**src/rtl/shift_pipe_pkg.sv**
```systemverilog
// -----------------------------------------------------------------------------
// shift_pipe_pkg
// Shared definitions for the shift_pipe_ctrl block:
//   - state_e     : controller FSM encoding (IDLE, RUN, DRAIN, FLUSH)
//   - STAT_MAX    : saturation value of the optional statistics counters
//   - sat_inc32() : saturating 32-bit increment helper
// -----------------------------------------------------------------------------
package shift_pipe_pkg;

    typedef enum logic [1:0] {
        IDLE  = 2'd0,
        RUN   = 2'd1,
        DRAIN = 2'd2,
        FLUSH = 2'd3
    } state_e;

    localparam logic [31:0] STAT_MAX = 32'hFFFF_FFFF;

    // Increment that sticks at all-ones instead of wrapping.
    function automatic logic [31:0] sat_inc32(input logic [31:0] value);
        return (value == STAT_MAX) ? value : value + 32'd1;
    endfunction

endpackage

```
**src/rtl/shift_pipe_ctrl_if.sv**
```systemverilog
// -----------------------------------------------------------------------------
// shift_pipe_ctrl_if
// Valid/ready streaming channel used on both sides of shift_pipe_ctrl.
//   valid : sender has a word on data
//   ready : receiver takes the word this cycle
//   data  : DW-bit payload
// Modports:
//   master : drives valid/data, observes ready (sender side)
//   slave  : observes valid/data, drives ready (receiver side)
// -----------------------------------------------------------------------------
interface shift_pipe_ctrl_if #(
    parameter int DW = 1
);
    logic          valid;
    logic          ready;
    logic [DW-1:0] data;

    modport master (output valid, output data, input ready);
    modport slave  (input valid, input data, output ready);
endinterface

```
**src/rtl/shift_pipe_stage.sv**
```systemverilog
// -----------------------------------------------------------------------------
// shift_pipe_stage
// One stage of the shift/delay datapath: a DW-bit data register plus a valid
// bit.
// Ports:
//   clk        : clock, all state on posedge
//   rst        : synchronous active-high reset (clears data and valid)
//   en         : global advance; stage loads the previous stage
//   clr        : flush; clears the valid bit only, data is left alone
//   prev_data  : data of the upstream stage (or the input word for stage 0)
//   prev_valid : valid of the upstream stage (or the accept strobe)
//   data       : registered stage data
//   valid      : registered stage valid
// -----------------------------------------------------------------------------
module shift_pipe_stage #(
    parameter int DW = 1
) (
    input  logic          clk,
    input  logic          rst,
    input  logic          en,
    input  logic          clr,
    input  logic [DW-1:0] prev_data,
    input  logic          prev_valid,
    output logic [DW-1:0] data,
    output logic          valid
);

    always_ff @(posedge clk) begin
        if (rst) begin
            // NOTE: the data registers are reset as well as the valids, so a
            // reset leaves no stale word visible on the output.
            data  <= '0;
            valid <= 1'b0;
        end else begin
            if (en) begin
                data <= prev_data;
            end
            // Flush wins over the shift for the valid bit; data may still move.
            if (clr) begin
                valid <= 1'b0;
            end else if (en) begin
                valid <= prev_valid;
            end
        end
    end

endmodule

```
**src/rtl/shift_pipe_ctrl.sv**
```systemverilog
// -----------------------------------------------------------------------------
// shift_pipe_ctrl
// Controller/sequencer for a DEPTH-stage global-stall shift pipeline with
// per-stage valid tracking, valid/ready backpressure, drain and flush.
// Ports:
//   clk        : clock, all logic on posedge
//   rst        : synchronous active-high reset
//   up         : input stream (slave modport: valid/data in, ready out)
//   down       : output stream (master modport: valid/data out, ready in)
//   drain_req  : stop accepting input and let the pipe empty
//   flush      : discard every in-flight word
//   busy       : controller is not IDLE
//   occupancy  : number of valid stages
//   sent_cnt   : (SHIFT_PIPE_CTRL_STATS_EN only) delivered-word count, saturating
//   stall_cnt  : (SHIFT_PIPE_CTRL_STATS_EN only) stalled-output cycles, saturating
// Build option: define SHIFT_PIPE_CTRL_STATS_EN to add the statistics counters.
// -----------------------------------------------------------------------------
module shift_pipe_ctrl
    import shift_pipe_pkg::*;
#(
    parameter int DW    = 1,
    parameter int DEPTH = 3,
    parameter int CNT_W = $clog2(DEPTH + 1)
) (
    input  logic                 clk,
    input  logic                 rst,
    shift_pipe_ctrl_if.slave     up,
    shift_pipe_ctrl_if.master    down,
    input  logic                 drain_req,
    input  logic                 flush,
    output logic                 busy,
    output logic [CNT_W-1:0]     occupancy
`ifdef SHIFT_PIPE_CTRL_STATS_EN
    ,
    output logic [31:0]          sent_cnt,
    output logic [31:0]          stall_cnt
`endif
);

    state_e state;
    state_e state_next;

    logic [CNT_W-1:0] occ_next;
    logic             adv;
    logic             in_ready;
    logic             accept;
    logic             deliver;
    logic             out_valid;

    // Index 0 is the pipe input; index k+1 is the output of stage k.
    logic [DEPTH:0][DW-1:0] chain_data;
    logic [DEPTH:0]         chain_valid;

    // ------------------------------------------------------------------
    // Handshake
    // ------------------------------------------------------------------
    assign out_valid = chain_valid[DEPTH];
    // Single global stall: the whole pipe moves only if the last stage is
    // empty or being consumed.
    assign adv       = !out_valid || down.ready;
    // drain_req outranks a normal accept, so it gates in_ready directly
    // rather than waiting for the FSM to reach DRAIN.
    assign in_ready  = !rst && adv && ((state == IDLE) || (state == RUN))
                       && !flush && !drain_req;
    assign accept    = up.valid && in_ready;
    assign deliver   = out_valid && down.ready;

    assign up.ready   = in_ready;
    assign down.valid = out_valid;
    assign down.data  = chain_data[DEPTH];
    assign busy       = (state != IDLE);

    // ------------------------------------------------------------------
    // Datapath
    // ------------------------------------------------------------------
    assign chain_data[0]  = up.data;
    assign chain_valid[0] = accept;

    for (genvar k = 0; k < DEPTH; k++) begin : g_stage
        shift_pipe_stage #(.DW(DW)) u_stage (
            .clk        (clk),
            .rst        (rst),
            .en         (adv),
            .clr        (flush),
            .prev_data  (chain_data[k]),
            .prev_valid (chain_valid[k]),
            .data       (chain_data[k+1]),
            .valid      (chain_valid[k+1])
        );
    end

    // ------------------------------------------------------------------
    // Occupancy
    // ------------------------------------------------------------------
    always_comb begin
        // NOTE: every signal written here gets a default first so no latch
        // is inferred on paths that do not assign it.
        occ_next = occupancy;
        if (flush) begin
            occ_next = '0;
        end else if (accept && !deliver) begin
            if (occupancy != CNT_W'(DEPTH)) occ_next = occupancy + 1'b1;
        end else if (deliver && !accept) begin
            if (occupancy != '0) occ_next = occupancy - 1'b1;
        end
    end

    always_ff @(posedge clk) begin
        if (rst) begin
            occupancy <= '0;
        end else begin
            // NOTE: sequential state uses non-blocking assignments so every
            // register samples the pre-edge values.
            occupancy <= occ_next;
        end
    end

    // ------------------------------------------------------------------
    // FSM
    // ------------------------------------------------------------------
    always_ff @(posedge clk) begin
        if (rst) begin
            state <= IDLE;
        end else begin
            state <= state_next;
        end
    end

    always_comb begin
        state_next = state;
        if (flush) begin
            state_next = FLUSH;
        end else begin
            unique case (state)
                IDLE: begin
                    if (drain_req)   state_next = DRAIN;
                    else if (accept) state_next = RUN;
                end
                RUN: begin
                    if (drain_req)           state_next = DRAIN;
                    else if (occ_next == '0) state_next = IDLE;
                end
                DRAIN: begin
                    // Held here while drain_req stays high, even when empty.
                    if (!drain_req && (occ_next == '0)) state_next = IDLE;
                end
                FLUSH: begin
                    state_next = IDLE;
                end
                default: state_next = IDLE;
            endcase
        end
    end

    // ------------------------------------------------------------------
    // Optional statistics
    // ------------------------------------------------------------------
`ifdef SHIFT_PIPE_CTRL_STATS_EN
    // A delivery in a flush cycle still counts; flush never clears these.
    always_ff @(posedge clk) begin
        if (rst) begin
            sent_cnt  <= '0;
            stall_cnt <= '0;
        end else begin
            if (deliver)                  sent_cnt  <= sat_inc32(sent_cnt);
            if (out_valid && !down.ready) stall_cnt <= sat_inc32(stall_cnt);
        end
    end
`else
    // Statistics counters are not built in this configuration.
`endif

endmodule

```
**src/flat_wrapper.sv**
```systemverilog
// flat-port wrapper written by rule: the top's interface ports become plain ports
module shift_pipe_ctrl_flat import shift_pipe_pkg::*;
#(
    parameter int DW    = 1,
    parameter int DEPTH = 3,
    parameter int CNT_W = $clog2(DEPTH + 1)
)
  (clk, rst, drain_req, flush, busy, occupancy, up_valid, up_data, up_ready, down_valid, down_data, down_ready);
  shift_pipe_ctrl_if #(.DW(DW)) up_i ();
  shift_pipe_ctrl_if #(.DW(DW)) down_i ();
  input  logic clk;
  input  logic rst;
  input  logic drain_req;
  input  logic flush;
  output logic busy;
  output logic [CNT_W-1:0] occupancy;
  input wire logic [$bits(up_i.valid)-1:0] up_valid;
  input wire logic [$bits(up_i.data)-1:0] up_data;
  output wire logic [$bits(up_i.ready)-1:0] up_ready;
  output wire logic [$bits(down_i.valid)-1:0] down_valid;
  output wire logic [$bits(down_i.data)-1:0] down_data;
  input wire logic [$bits(down_i.ready)-1:0] down_ready;
  assign up_i.valid = up_valid;
  assign up_i.data = up_data;
  assign up_ready = up_i.ready;
  assign down_valid = down_i.valid;
  assign down_data = down_i.data;
  assign down_i.ready = down_ready;
  shift_pipe_ctrl #(.DW(DW), .DEPTH(DEPTH), .CNT_W(CNT_W)) u_core (.clk(clk), .rst(rst), .up(up_i), .down(down_i), .drain_req(drain_req), .flush(flush), .busy(busy), .occupancy(occupancy));
endmodule
```
**config.mk**
```make
export PLATFORM = sky130hd
export DESIGN_NAME = shift_pipe_ctrl_flat
export DESIGN_NICKNAME = d
export VERILOG_FILES = /design/src/rtl/shift_pipe_pkg.sv /design/src/rtl/shift_pipe_ctrl_if.sv /design/src/rtl/shift_pipe_stage.sv /design/src/rtl/shift_pipe_ctrl.sv /design/src/flat_wrapper.sv
export SDC_FILE = /design/constraint.sdc
export NUM_CORES = 1
export LEC_CHECK = 0
export ABC_AREA = 1
export CORE_AREA = 4 4 41 43
export CTS_BUF_LIST = sky130_fd_sc_hd__clkbuf_4 sky130_fd_sc_hd__clkbuf_8
export DETAILED_ROUTE_END_ITERATION = 8
export DIE_AREA = 0 0 45 47
export GPL_ROUTABILITY_DRIVEN = 0
export PLACE_DENSITY = 0.75
export REMOVE_ABC_BUFFERS = 1
export SYNTH_ARGS = -nofsm -noshare
export SYNTH_HDL_FRONTEND = slang
export SYNTH_HIERARCHICAL = 1
export SYNTH_SLANG_ARGS = --single-unit
```
**constraint.sdc**
```tcl
create_clock -name clk -period 2 [get_ports clk]
set_input_delay 0.4 -clock clk [delete_from_list [all_inputs] [get_ports clk]]
set_output_delay 0.4 -clock clk [all_outputs]
set_load 0.005 [all_outputs]
```
Word-level counts from Yosys, hierarchy flattened
Index checks and enable logic that the tools add are counted.
Word-level totals
  flip-flop bits (word level): 10
  input port bits: 7
Operators by class
  $add $sub $neg: 2
  equal/unequal tests: 7
  multiplexer cells: 12
  reduce and logical (&&, ||, !) cells: 23
Operator list (number)
  2-to-1 mux 2 bit: 11
  logical AND 1 bit: 9
  one-hot mux 2 bit (4 select lines): 1
  logical NOT 1 bit: 6
  equality test 2 bit (second input constant): 2
  logical NOT 2 bit: 2
  inequality test 4 x 3 -> 1 bit (second input constant): 1
  inequality test 4 bit (second input constant): 1
  nonzero test 2 bit: 2
  inequality test 3 x 2 -> 1 bit (second input constant): 1
  AND reduction 3 bit: 1
  adder 2 x 1 -> 2 bit (second input constant): 1
  equality test 2 x 1 -> 1 bit (second input constant): 1
  logical OR 1 bit: 2
  inequality test 2 bit (second input constant): 1
  OR reduction 2 bit: 1
  subtractor 2 x 1 -> 2 bit (second input constant): 1

Longest topological paths before layout
Gate-level depths: netlist (run 1).
  word-level depth: 17
  mapped depth: 15
  mapped depth without buffers: 15

Modules after synthesis
The synthesis (run 1) kept the hierarchy.
By module, submodules not included
  shift_pipe_ctrl: instances 1, cells an instance 57, area an instance 340.3 sq um, seq. area each 80.1 sq um
  shift_pipe_stage: instances 3, cells an instance 14, area an instance 85.1 sq um, seq. area each 40.0 sq um

Worst setup path before layout (run 1)
No wires, ideal clock.
  path kind: input-to-reg
  from: in down_ready
  to: reg u_core.state[0]
  setup time: 116 ps
  arrival: 1436 ps
  data required time: 1884 ps
  setup slack: 448 ps
  cell stages on the path: 15
  cell sequence: inv_1 > nand2_2 > nand2_1 > inv_1 > nand3_2 > nand2_1 > nand2_1 > nand2_1 > nand2_1 > nand2_2 > nand2_2 > a21oi_2 > nand3_1 > nand2_1 > nor2_2
Between the ends
  cells in the longest elaborated chain, start to end: 15
  elaborated cells between the ends (all ways): 20
  those cells by class: 3 x eq/ne; 3 x mux; 14 x reduce/logical
Ends and longest elaborated chain
  start, declared: line flat_wrapper.sv:22  | input wire logic [$bits(down_i.ready)-1:0] down_ready;
  logical OR 1 bit (*): line shift_pipe_ctrl.sv:60  | assign adv = !out_valid || down.ready;
  via u_core.adv: line shift_pipe_ctrl.sv:44  | logic adv;
  logical AND 1 bit (*) (2 in a row): line shift_pipe_ctrl.sv:63  | assign in_ready = !rst && adv && ((state == IDLE) || (state == RUN))
  logical AND 1 bit (*) (2 in a row): line shift_pipe_ctrl.sv:64  | && !flush && !drain_req;
  logical AND 1 bit (*): line shift_pipe_ctrl.sv:65  | assign accept = up.valid && in_ready;
  logical NOT 1 bit: line shift_pipe_ctrl.sv:103  | end else if (deliver && !accept) begin
  logical AND 1 bit: line shift_pipe_ctrl.sv:103
  2-to-1 mux 2 bit: line shift_pipe_ctrl.sv:103
  2-to-1 mux 2 bit: line shift_pipe_ctrl.sv:101  | end else if (accept && !deliver) begin
  2-to-1 mux 2 bit: line shift_pipe_ctrl.sv:99  | if (flush) begin
  logical NOT 2 bit: line shift_pipe_ctrl.sv:141, shift_pipe_ctrl.sv:145
  logical AND 1 bit: line shift_pipe_ctrl.sv:145  | if (!drain_req && (occ_next == '0)) state_next = IDLE;
  inequality test 3 x 2 -> 1 bit (no source line)
  AND reduction 3 bit (no source line) (*)
  end signal, assigned: line shift_pipe_ctrl.sv:125  | state <= state_next;
  end, declared: line shift_pipe_ctrl.sv:40  | state_e state;
The timed path passes the listed nets; every way through them passes the cells marked *.
A chain may end at the register's enable or synchronous reset.

Worst setup path after layout (run 1)
  from: in down_ready
  to: out up_ready
Between the ends
  cells in the longest elaborated chain, start to end: 5
Ends and longest elaborated chain
  logical OR 1 bit: line shift_pipe_ctrl.sv:60
  via u_core.adv: line shift_pipe_ctrl.sv:44
  logical AND 1 bit (2 in a row): line shift_pipe_ctrl.sv:63
  logical AND 1 bit (2 in a row): line shift_pipe_ctrl.sv:64
  end, declared: line flat_wrapper.sv:19  | output wire logic [$bits(up_i.ready)-1:0] up_ready;
The timed path passes the listed nets, and every way through them passes these cells.

==> results of run 1 <==
## cell type report
cell class	count	area, um^2
sequential	10	200
inverter	21	78.8
tap	15	18.8
fill	129	442
multi-input combinational	68	317
clock buffer	4	36.3
timing repair buffer	24	209
## flip-flops by register name, indices dropped and copies added (netlist names)
register                      count
u_core/g_stage.u_stage/valid      3
u_core/g_stage.u_stage/data       3
u_core/state                      2
u_core/occupancy                  2
## synthesized netlist by cell type
cell type	instances
nor2_1	20
inv_1	17
a21oi_1	4
inv_2	4
nand2_1	24
a21oi_2	1
dfxtp_1	10
nand4_1	1
nand3_1	4
nand3_2	3
nor2_2	3
nand2_2	6
nor3_1	2
## metal layers
layer  wire length, um  GRT usage
met1               523      0.165
met2               535      0.232
met3                48     0.0345
met4                29     0.0877
met5                 0          0
## placed cells by master, fill, tap and decap left out, drive strengths merged
cell           instances
clkbuf                 4
a21oi                  5
dfxtp                 10
dlygate4sd2            1
nand3                  7
clkdlybuf4s50         11
nor3                   2
nand4                  1
nand2                 30
nor2                  23
buf                   12
inv                   21
## worst register-to-register path: stages, from the launching register on
cell	delay [ns]
dfxtp_1	0.34
nand2_2	0.08
nand2_1	0.08
inv_1	0.08
nand3_2	0.10
inv_2	0.11
nand3_2	0.07
nand2_1	0.08
nand2_2	0.07
nand3_2	0.08
nand2_2	0.06
a21oi_1	0.18
nor2_2	0.05
## logic make-up (layout without fill, tap and decap cells)
logic type             Yosys count  in the layout
AO/OA/AOI/OAI                    5              5
buffers and inverters           21             49
flip-flops                      10             10
AND/OR/NAND/NOR                 63             63
## stage by stage
step / std cells / setup slack, ns / total power, mW / TNS (ns)
after detailed placement: 138 / -0.0782 / 0.292 / -0.200
after global placement: 138 / -0.0662 / 0.290 / -0.0827
final: 142 / 0.201 / 0.461 / 0
after CTS: 142 / 0.190 / 0.469 / 0
after floorplan: 99 / 0.448 / 0.250 / 0
after global routing: 142 / 0.0265 / 0.492 / 0
## worst paths after layout
kind,cells after the start,end,start
min reg2reg,2,u_core/g_stage[0].u_stage/data,u_core/g_stage[0].u_stage/data
max reg2reg,12,u_core/state[0],u_core/g_stage[2].u_stage/valid
max,6,up_ready,down_ready
min,2,u_core/g_stage[0].u_stage/data,u_core/g_stage[0].u_stage/data
## power breakdown
group / internal (mW) / switching, mW / total (mW) / leakage (nW)
clock network: 0.110 / 0.0646 / 0.175 / 0.0210
registers: 0.206 / 0.00511 / 0.211 / 0.0817
logic: 0.0403 / 0.0347 / 0.0750 / 0.377
## repair_timing
| action | CTS | global route |
|---|---|---|
| gates resized for setup | 1 | 0 |
| endpoints found under the hold margin | 0 | 0 |
| setup endpoints to repair | 1 | 0 |
==> flow_summary.ini, run 1 <==
[clock_tree]
htreeDepth = 1
clk_path_buf_depth = 2
cts_buffers = 3
clk_pin_slew_worst_paths_ns = 0.07
tritoncts = yes
cts-root-buf = clkbuf_4
insertion_delay_ns = 0.25
clock-sinks = 10
postCtsSetupBuffers = 0
ctsHoldBuffers = 0

[synthesis]
post_synth_instance_area_um2 = 596
ys_types = 13
synth.top_cell.area_share = 0.336
synth_compound_area_frac = 0.0483
synthMuxAreaShare = 0
synth-seq-cells = 10
yosys.area.top_type = dfxtp_1
postSynthCellCount = 99
seq_area_frac_synth = 0.336
synth-xor-area-share = 0
synth_top_family_by_area = simple AND/OR/NAND/NOR gates
synthSimpleGateAreaFrac = 0.483
synthTopCellsByArea = dfxtp_1 34%, nand2_1 15%, nor2_1 13%
ys_warn_count = 6
yosys.area_share.adder = 0
syn_area_per_cell_um2 = 6.02

[job]
drv_cap = 0

[pwr]
power_density_nw_per_um2 = 536
peakVddDrop_uv = 359
total_leakage_power_nw = 0.480

[critical_path]
critPathLaunchType = input port
cp_top_family = buffers and inverters
reg2reg_setup_slack_ns = 0.53
crit_buf_inv = 3
crit_type = in -> out
path_max_fanout = 2
cpPeakStageDelay_ns = 0.48
path_cells = clkdlybuf4s50_1 > inv_1 > nand2_2 > nand2_1 > nor2_2 > dlygate4sd2_1
required_ns = 1.60
cpMaxStageDelayCell = clkdlybuf4s50_1
worstPathArrival_ns = 1.40
cp-end-kind = output pin

[placed_design]
placed_area_um2 = 825
dp_hpwl_um = 992
io_buffers = 12

[global_route]
grt_pass1_wl_mm = 2.15
grt_max_degree = 13
grt_use_total = 0.141
grt-ovfl-total = 0
grt_pass1_vias = 566
antenna_found_initial = 0

[sta]
hold_viol = 0
holdWs_ns = 0.475
tightestPinTransition_ns = 0.223
finalCritPeriodShare = 0.899
maxSlewViolCount = 0
slew_headroom = 0.850
skew_ns = 0.00234
layout_min_cycle_time_ns = 1.80
rsz0062_at_grt = no
max_freq_mhz = 556
finalSetupViolations = 0

[cells_and_area]
diodes = 0
final_area_um2 = 860
post-route-util = 0.661
syn_to_final_growth_pct = 44.3
drive_gt1_frac = 0.260
final_nets = 135

[floorplan]
die_h_um = 47
io_pins = 13
row_count = 13
dieArea_um2 = 2120
dieWidth_um = 45
fp.coreArea_um2 = 1300
start_util = 0.458

[route]
routedWlPerCell_um = 8.01
num_vias = 602
post-route-drc-count = 0
firstDrtPassIters = 2
wirelength_mm = 1.14
drtIter0Drc = 1
vias_per_cell = 4.24
antenna_left = 0

[status]
status = finished, final reports clean

[hold_path]
hold_class = reg -> reg
Note: power is estimated with default switching activity, not from simulation.
==> run 2: changes to the inputs <==
--- a/config.mk
+++ b/config.mk
@@ -11,7 +11,9 @@
 export DETAILED_ROUTE_END_ITERATION = 8
 export DIE_AREA = 0 0 45 47
 export GPL_ROUTABILITY_DRIVEN = 0
+export GPL_TIMING_DRIVEN = 1
 export PLACE_DENSITY = 0.75
+export RECOVER_POWER = 25
 export REMOVE_ABC_BUFFERS = 1
 export SYNTH_ARGS = -nofsm -noshare
 export SYNTH_HDL_FRONTEND = slang
==> flow_summary.ini, run 2 (synthesis results as in run 1) <==
[route]
drtIter0Drc = 1
wirelength_mm = 1.13
routedWlPerCell_um = 7.98
firstDrtPassIters = 2
post-route-drc-count = 0
antenna_left = 0
num_vias = 604
vias_per_cell = 4.25

[cells_and_area]
layout_commonest_cell = nand2_1
diodes = 0
final_nets = 135
drive_gt1_frac = 0.252
syn_to_final_growth_pct = 43.7
final_area_um2 = 856
final_cell_mix = 24 x nand2_1, 20 x nor2_1, 17 x inv_1, 11 x clkdlybuf4s50_1, 11 x buf_4
largest_registers = u_core/g_stage.u_stage/data x3, u_core/g_stage.u_stage/valid x3
post-route-util = 0.658

[global_route]
antenna_found_initial = 0
grt_pass1_wl_mm = 2.15
grt-ovfl-total = 0
grt_max_degree = 13
grt_pass1_vias = 566
grt_use_total = 0.141

[status]
status = finished, final reports clean

[pwr]
power_density_nw_per_um2 = 538
power.total_mw = 0.461
total_leakage_power_nw = 0.477
peakVddDrop_uv = 359

[clock_tree]
insertion_delay_ns = 0.25
cts_buffers = 3
htreeDepth = 1
tritoncts = yes
clk_pin_slew_worst_paths_ns = 0.07
clock-sinks = 10
ctsHoldBuffers = 0
cts-root-buf = clkbuf_4
clk_path_buf_depth = 2

[placed_design]
placed_area_um2 = 825
io_buffers = 12
dp_hpwl_um = 992

[sta]
skew_ns = 0.00244
hold_viol = 0
tightestPinTransition_ns = 0.436
holdWs_ns = 0.475
slew_headroom = 0.709
setup_tns_ns = 0
max_freq_mhz = 557
maxSlewViolCount = 0
layout_min_cycle_time_ns = 1.80
rsz0062_at_grt = no
finalSetupViolations = 0
finalCritPeriodShare = 0.898

[floorplan]
row_count = 13
dieWidth_um = 45
fp.coreArea_um2 = 1300
io_pins = 13
start_util = 0.458
die_h_um = 47
dieArea_um2 = 2120

[hold_path]
hold_class = reg -> reg
hold_start = u_core/g_stage[0].u_stage/data
min_to = u_core/g_stage[0].u_stage/data
hold_path_depth = 2

[critical_path]
r2r_start = u_core/g_stage[2].u_stage/valid
rr_worst_depth = 12
path_cells = clkdlybuf4s50_1 > inv_1 > nand2_2 > nand2_1 > nor2_2 > dlygate4sd2_1
required_ns = 1.60
reg2reg_setup_slack_ns = 0.53
cpPeakStageDelay_ns = 0.48
regToRegEndpoint = u_core/state[0]
worstPathArrival_ns = 1.40
crit_type = in -> out
critPathLaunchType = input port
path_max_fanout = 2
cpMaxStageDelayCell = clkdlybuf4s50_1
cp-end-kind = output pin

[job]
drv_cap = 0
## run 2: worst max path at each step
stage,slack [ns],endpoint,startpoint
2_1_floorplan,0.45,u_core/state[0],down_ready
3_3_place_gp,-0.07,up_ready,flush
3_5_place_dp,-0.08,up_ready,flush
4_1_cts,0.19,up_ready,down_ready
5_1_grt,0.03,u_core/state[0],down_ready
6_report,0.20,up_ready,down_ready
## run 2: what timing repair did
item / CTS / global route
buffers inserted: 0 / 0
gates resized for setup: 1 / 0
setup endpoints to repair: 1 / 0
## run 2: area by class of cell
cell class,count,area (um^2)
clock buffer,4,36.3
fill,129,445
inverter,21,78.8
multi-input combinational,68,317
sequential,10,200
tap,15,18.8
timing repair buffer,24,205
## run 2: per-stage QoR
stage / std cells / setup slack (ns)
3_3_place_gp: 138 / -0.0662
5_1_grt: 142 / 0.0291
2_1_floorplan: 99 / 0.448
3_5_place_dp: 138 / -0.0782
6_report: 142 / 0.203
4_1_cts: 142 / 0.190
## run 2: critical path: cells and delay by family
family / cells / cell delay [ns]
and+or+nand+nor: 3 / 0.23
buffers and inverters: 3 / 0.77
## run 2: power by group
| part | leakage, nW | internal, mW | switching, mW |
|---|---|---|---|
| registers | 0.0817 | 0.206 | 0.00511 |
| clock network | 0.0210 | 0.110 | 0.0647 |
| logic | 0.374 | 0.0402 | 0.0347 |
| total | 0.477 | 0.356 | 0.105 |
## run 2: routing by layer
| metal | global-route usage | wire length [um] | vias to the layer above |
|---|---|---|---|
| li1 | - | - | 350 |
| met1 | 0.165 | 516 | 239 |
| met2 | 0.232 | 538 | 11 |
| met3 | 0.0345 | 48 | 4 |
| met4 | 0.0877 | 29 | 0 |
| met5 | 0 | 0 | - |
